`config.mk`:
```
export PLATFORM = sky130hd
export DESIGN_NAME = fetch_stage
export DESIGN_NICKNAME = d
export VERILOG_FILES = /design/src/rtl/fetch_stage.sv
export SDC_FILE = /design/constraint.sdc
export NUM_CORES = 1
export LEC_CHECK = 0
export ABC_AREA = 1
export ABC_CLOCK_PERIOD_IN_PS = 1900
export CAP_MARGIN = 15
export CELL_PAD_IN_SITES_DETAIL_PLACEMENT = 1
export CELL_PAD_IN_SITES_GLOBAL_PLACEMENT = 1
export CORE_ASPECT_RATIO = 1.1
export CORE_MARGIN = 5
export CORE_UTILIZATION = 30
export CTS_CLUSTER_SIZE = 28
export DETAILED_ROUTE_END_ITERATION = 10
export GPL_TIMING_DRIVEN = 0
export PLACE_DENSITY_LB_ADDON = 0.1
export SLEW_MARGIN = 0
export SYNTH_ARGS = -nofsm -noshare
export SYNTH_HDL_FRONTEND = slang
export SYNTH_SLANG_ARGS = --single-unit
export TNS_END_PERCENT = 10
```
`constraint.sdc`:
```
create_clock -name clk -period 1.9 [get_ports clk]
set_input_delay 0.19 -clock clk [delete_from_list [all_inputs] [get_ports clk]]
set_output_delay 0.19 -clock clk [all_outputs]
set_load 0.01 [all_outputs]
```
`src/rtl/fetch_stage.sv`:
```
`default_nettype none
// ============================================================================
//  Module   : fetch_stage
//  Purpose  : MIPS instruction-fetch stage. Holds the PC, addresses the
//             instruction memory and loads the IF/ID pipeline register.
//             It handles decode stalls and branch/jump redirects, and keeps
//             a saturating count of the instructions it has issued.
//  Revision : 1.0 - initial release
// ============================================================================
module fetch_stage #(
    parameter int ADDR_W   = 8,
    parameter int DATA_W   = 32,
    parameter int RESET_PC = 0,
    parameter int CNT_W    = 16
) (
    input  logic              clk,
    input  logic              rst,
    input  logic              stall,
    input  logic              redirect_en,
    input  logic [ADDR_W-1:0] redirect_pc,
    output logic [ADDR_W-1:0] imem_addr,
    input  logic [DATA_W-1:0] imem_rd,
    output logic [DATA_W-1:0] if_instr,
    output logic [ADDR_W-1:0] if_pc,
    output logic [ADDR_W-1:0] if_pc_next,
    output logic              if_valid,
    output logic [CNT_W-1:0]  issued_cnt
);

    localparam logic [ADDR_W-1:0] C_RESET_PC = ADDR_W'(RESET_PC);
    localparam logic [ADDR_W-1:0] C_PC_ONE   = ADDR_W'(1);
    localparam logic [CNT_W-1:0]  C_CNT_ONE  = CNT_W'(1);

    logic [ADDR_W-1:0] pc_q,         pc_d;
    logic [DATA_W-1:0] if_instr_q,   if_instr_d;
    logic [ADDR_W-1:0] if_pc_q,      if_pc_d;
    logic [ADDR_W-1:0] if_pc_next_q, if_pc_next_d;
    logic              if_valid_q,   if_valid_d;
    logic [CNT_W-1:0]  issued_cnt_q, issued_cnt_d;

    // Sequential PC increment; wraps naturally modulo 2^ADDR_W.
    logic [ADDR_W-1:0] w_pc_inc;
    assign w_pc_inc = pc_q + C_PC_ONE;

    // Next-state selection: redirect beats stall, stall beats normal fetch.
    always_comb begin
        pc_d         = pc_q;
        if_instr_d   = if_instr_q;
        if_pc_d      = if_pc_q;
        if_pc_next_d = if_pc_next_q;
        if_valid_d   = if_valid_q;
        issued_cnt_d = issued_cnt_q;
        if (redirect_en) begin
            // Squash the fetch in flight; if_pc/if_pc_next keep their old value.
            pc_d       = redirect_pc;
            if_instr_d = '0;
            if_valid_d = 1'b0;
        end else if (!stall) begin
            pc_d         = w_pc_inc;
            if_instr_d   = imem_rd;
            if_pc_d      = pc_q;
            if_pc_next_d = w_pc_inc;
            if_valid_d   = 1'b1;
            if (!(&issued_cnt_q)) begin
                issued_cnt_d = issued_cnt_q + C_CNT_ONE;
            end
        end
    end

    // PC, IF/ID register and issue counter, cleared asynchronously.
    always_ff @(posedge clk or posedge rst) begin
        if (rst) begin
            pc_q         <= C_RESET_PC;
            if_instr_q   <= '0;
            if_pc_q      <= '0;
            if_pc_next_q <= '0;
            if_valid_q   <= 1'b0;
            issued_cnt_q <= '0;
        end else begin
            pc_q         <= pc_d;
            if_instr_q   <= if_instr_d;
            if_pc_q      <= if_pc_d;
            if_pc_next_q <= if_pc_next_d;
            if_valid_q   <= if_valid_d;
            issued_cnt_q <= issued_cnt_d;
        end
    end

    assign imem_addr  = pc_q;
    assign if_instr   = if_instr_q;
    assign if_pc      = if_pc_q;
    assign if_pc_next = if_pc_next_q;
    assign if_valid   = if_valid_q;
    assign issued_cnt = issued_cnt_q;

endmodule
`default_nettype wire

```
==> metrics <==
Worst-Margin Slew 490 ps; Clock Sink Count 73; first-pass GRT wire length 17,000 um; Die W 109 um; Synth Cell Area 3240 um2; Port Buffers 115; Avg WL per Cell 16.5 um; fmax 0.586 GHz; crit path max fanout 10; latest clock arrival within the worst-skew pair 330 ps; syn avg cell area 9.37 um2; clock skew 6.16 ps; Area Growth Syn to Fin 50.8%; status finished clean; antenna violations before repair 0; largest buffer count on any clock path 2; drt total wl 10,300 um; Leak 2.22 nW; commonest cells after routing, fill and taps aside nand2_1, clkdlybuf4s50_1, dfrtp_1; crit path time final 1710 ps; Final Power 4.27 mW; Hold Path Class input port to async pin; Num CTS Buffers 9; initial core utilization 30.9%; R2R Setup Slk 190 ps; Layout fillers 1,204; Post-DRT Antenna Nets 0; full die area 13,000 um2; Synth warnings 0; Largest stage delay, worst path 480 ps; DRC viols 0; worst vdd ir 0.394 mV; vias in the first global route 3,185; maxcap violations 0; post-DP HPWL 7680 um; FF-to-FF path depth 8; Via density 4.66; most common cell after layout, fill and taps aside nand2_1; crit-path leading delay family flip-flops; hold buffer count at CTS 0; Vias 2,898; grt ovf 0; Final Net Count 520; clock slew at reported path FFs 60 ps; H-tree level count 3; final setup vio count 0; Fin. Hold Viols 0; share of cells above drive strength 1 8.56%; CTS tree built; critical path's slowest cell dfrtp_1; Starting DRT DRC Count 87; DIE HEIGHT 119 um; Slew headroom 67.4%; P per Cell Area 873 nW/um2; Worst EP required 2160 ps; gr usage total 16.8%; CP cell instances ha_1 > nand3_2 > clkinv_2 > nand3_4 > o21ai_4 > buf_6 > nand2_1 > nand2_1; Slew Viols, Final 0; synth unique cells 30; r2r endpoint issued_cnt[13]; combined area of the multi-input logic cells 1250 um2; Setup Buffers After CTS 0; CP endpoint kind register; largest net degree at the start of global routing 40; worst hold slack 166 ps; diode count 0; 1st-pass router iterations 4; GP Congestion 0.763; post-cts repair resize count 0; Seq/Total Area, Yosys 56.4%; Post-Syn Instances 346; CTS Root Cell clkbuf_16; crit share post-route 89.8%; crit start category register; worst path bufs/invs 2; Storage cell area 1830 um2; Setup Crit Path Kind register to register; CP arrival 1970 ps; Top cell by count, worst path nand2_1; I/O pin total 117; Cell Rows 39; RSZ-0062 raised after global routing false; Yosys reg bits 73; Synth Net Count 392; core box area 10,500 um2; R2R Path Start issued_cnt[0]
-- worst register-to-register path, delay by kind of cell, from the launching register on --
kind | cells | cell delay (ps)
adders and majority gates | 1 | 300
AOI/OAI and AO/OA | 1 | 220
buffers and inverters | 2 | 270
and+or+nand+nor | 4 | 360
DFF | 1 | 480
-- flip-flops by register name, indices dropped and copies added, names as in the netlist --
signal,flops
issued_cnt,16
if_valid,1
if_pc,8
if_pc_next,8
if_instr,32
imem_addr,8
-- routing by layer --
layer	part of all wire, %	wire, um	GRT usage [%]	vias up
met1	42	4370	20.2	1439
met3	4.1	427	3.25	11
met4	1.4	140	5.68	0
met2	52	5350	29.6	63
met5	0	0	0	-
li1	-	-	-	1385
-- stage by stage --
step	TNS, ps	cell area [um2]	utilization, %	setup WS (ps)	cells
finish	0	4890	46.6	195	622
global route	0	4890	46.6	10.3	622
CTS	0	4890	46.6	159	622
detailed placement	0	4610	44.0	174	606
global placement	-6400	4570	43.6	-92.1	604
floorplan	0	3240	-	406	346
-- cells by family (layout without fill, tap and decap cells) --
kind of cell             count (synthesis)  in the layout  synth area share [%]
AO/OA/AOI/OAI                           47             47                  11.5
XOR/XNOR                                 9              9                  2.43
adder cells (fa/ha/maj)                  2              2                 0.772
buffers and inverters                   35            168                  4.90
flip-flops                              73             73                  56.4
AND/OR/NAND/NOR                        180            180                  24.1
-- Yosys cell counts (all sizes together) --
cell type / count / area share (%)
nand2: 130 / 15
dfrtp: 73 / 56
a22o: 32 / 8.6
nor2: 26 / 4.4
inv: 22 / 2.5
nand3: 15 / 2.9
o21ai: 12 / 2.2
buf: 11 / 2.1
nand4: 7 / 1.4
xor2: 5 / 1.4
xnor2: 4 / 1.1
ha: 2 / 0.77
o211ai: 2 / 0.46
a21oi: 1 / 0.15
clkbuf: 1 / 0.12
clkinv: 1 / 0.15
nor3: 1 / 0.15
or2: 1 / 0.19
-- worst max-delay path by stage --
stage                        startpoint              to  slack (ps)  cells after the start
after CTS                 issued_cnt[0]   issued_cnt[1]         160                      9
after global routing      issued_cnt[0]  issued_cnt[15]          10                      8
after global placement              rst        if_pc[4]         -90                      2
after detailed placement  issued_cnt[0]   issued_cnt[1]         170                      9
after floorplan           issued_cnt[0]   issued_cnt[0]         410                      9
final                     issued_cnt[0]  issued_cnt[13]         190                      8
-- power breakdown --
group          total [mW]  internal [mW]  leakage, nW  switching, mW
Combinational       0.846          0.469         1.14          0.377
Clock                1.56          0.886        0.129          0.675
Sequential           1.86           1.71        0.954          0.153
Total                4.27           3.06         2.22           1.21
-- area by class of cell --
class / count / share of cell area [%]
flip-flops and latches: 73 / 37.4
multi-input cells: 238 / 25.7
repair buffers: 117 / 24.4
clock buffers: 10 / 4.69
well taps: 143 / 3.66
inverters: 23 / 1.87
plain buffers: 12 / 1.46
clock inverters: 6 / 0.871
Note: power is estimated with default switching activity, not from simulation.
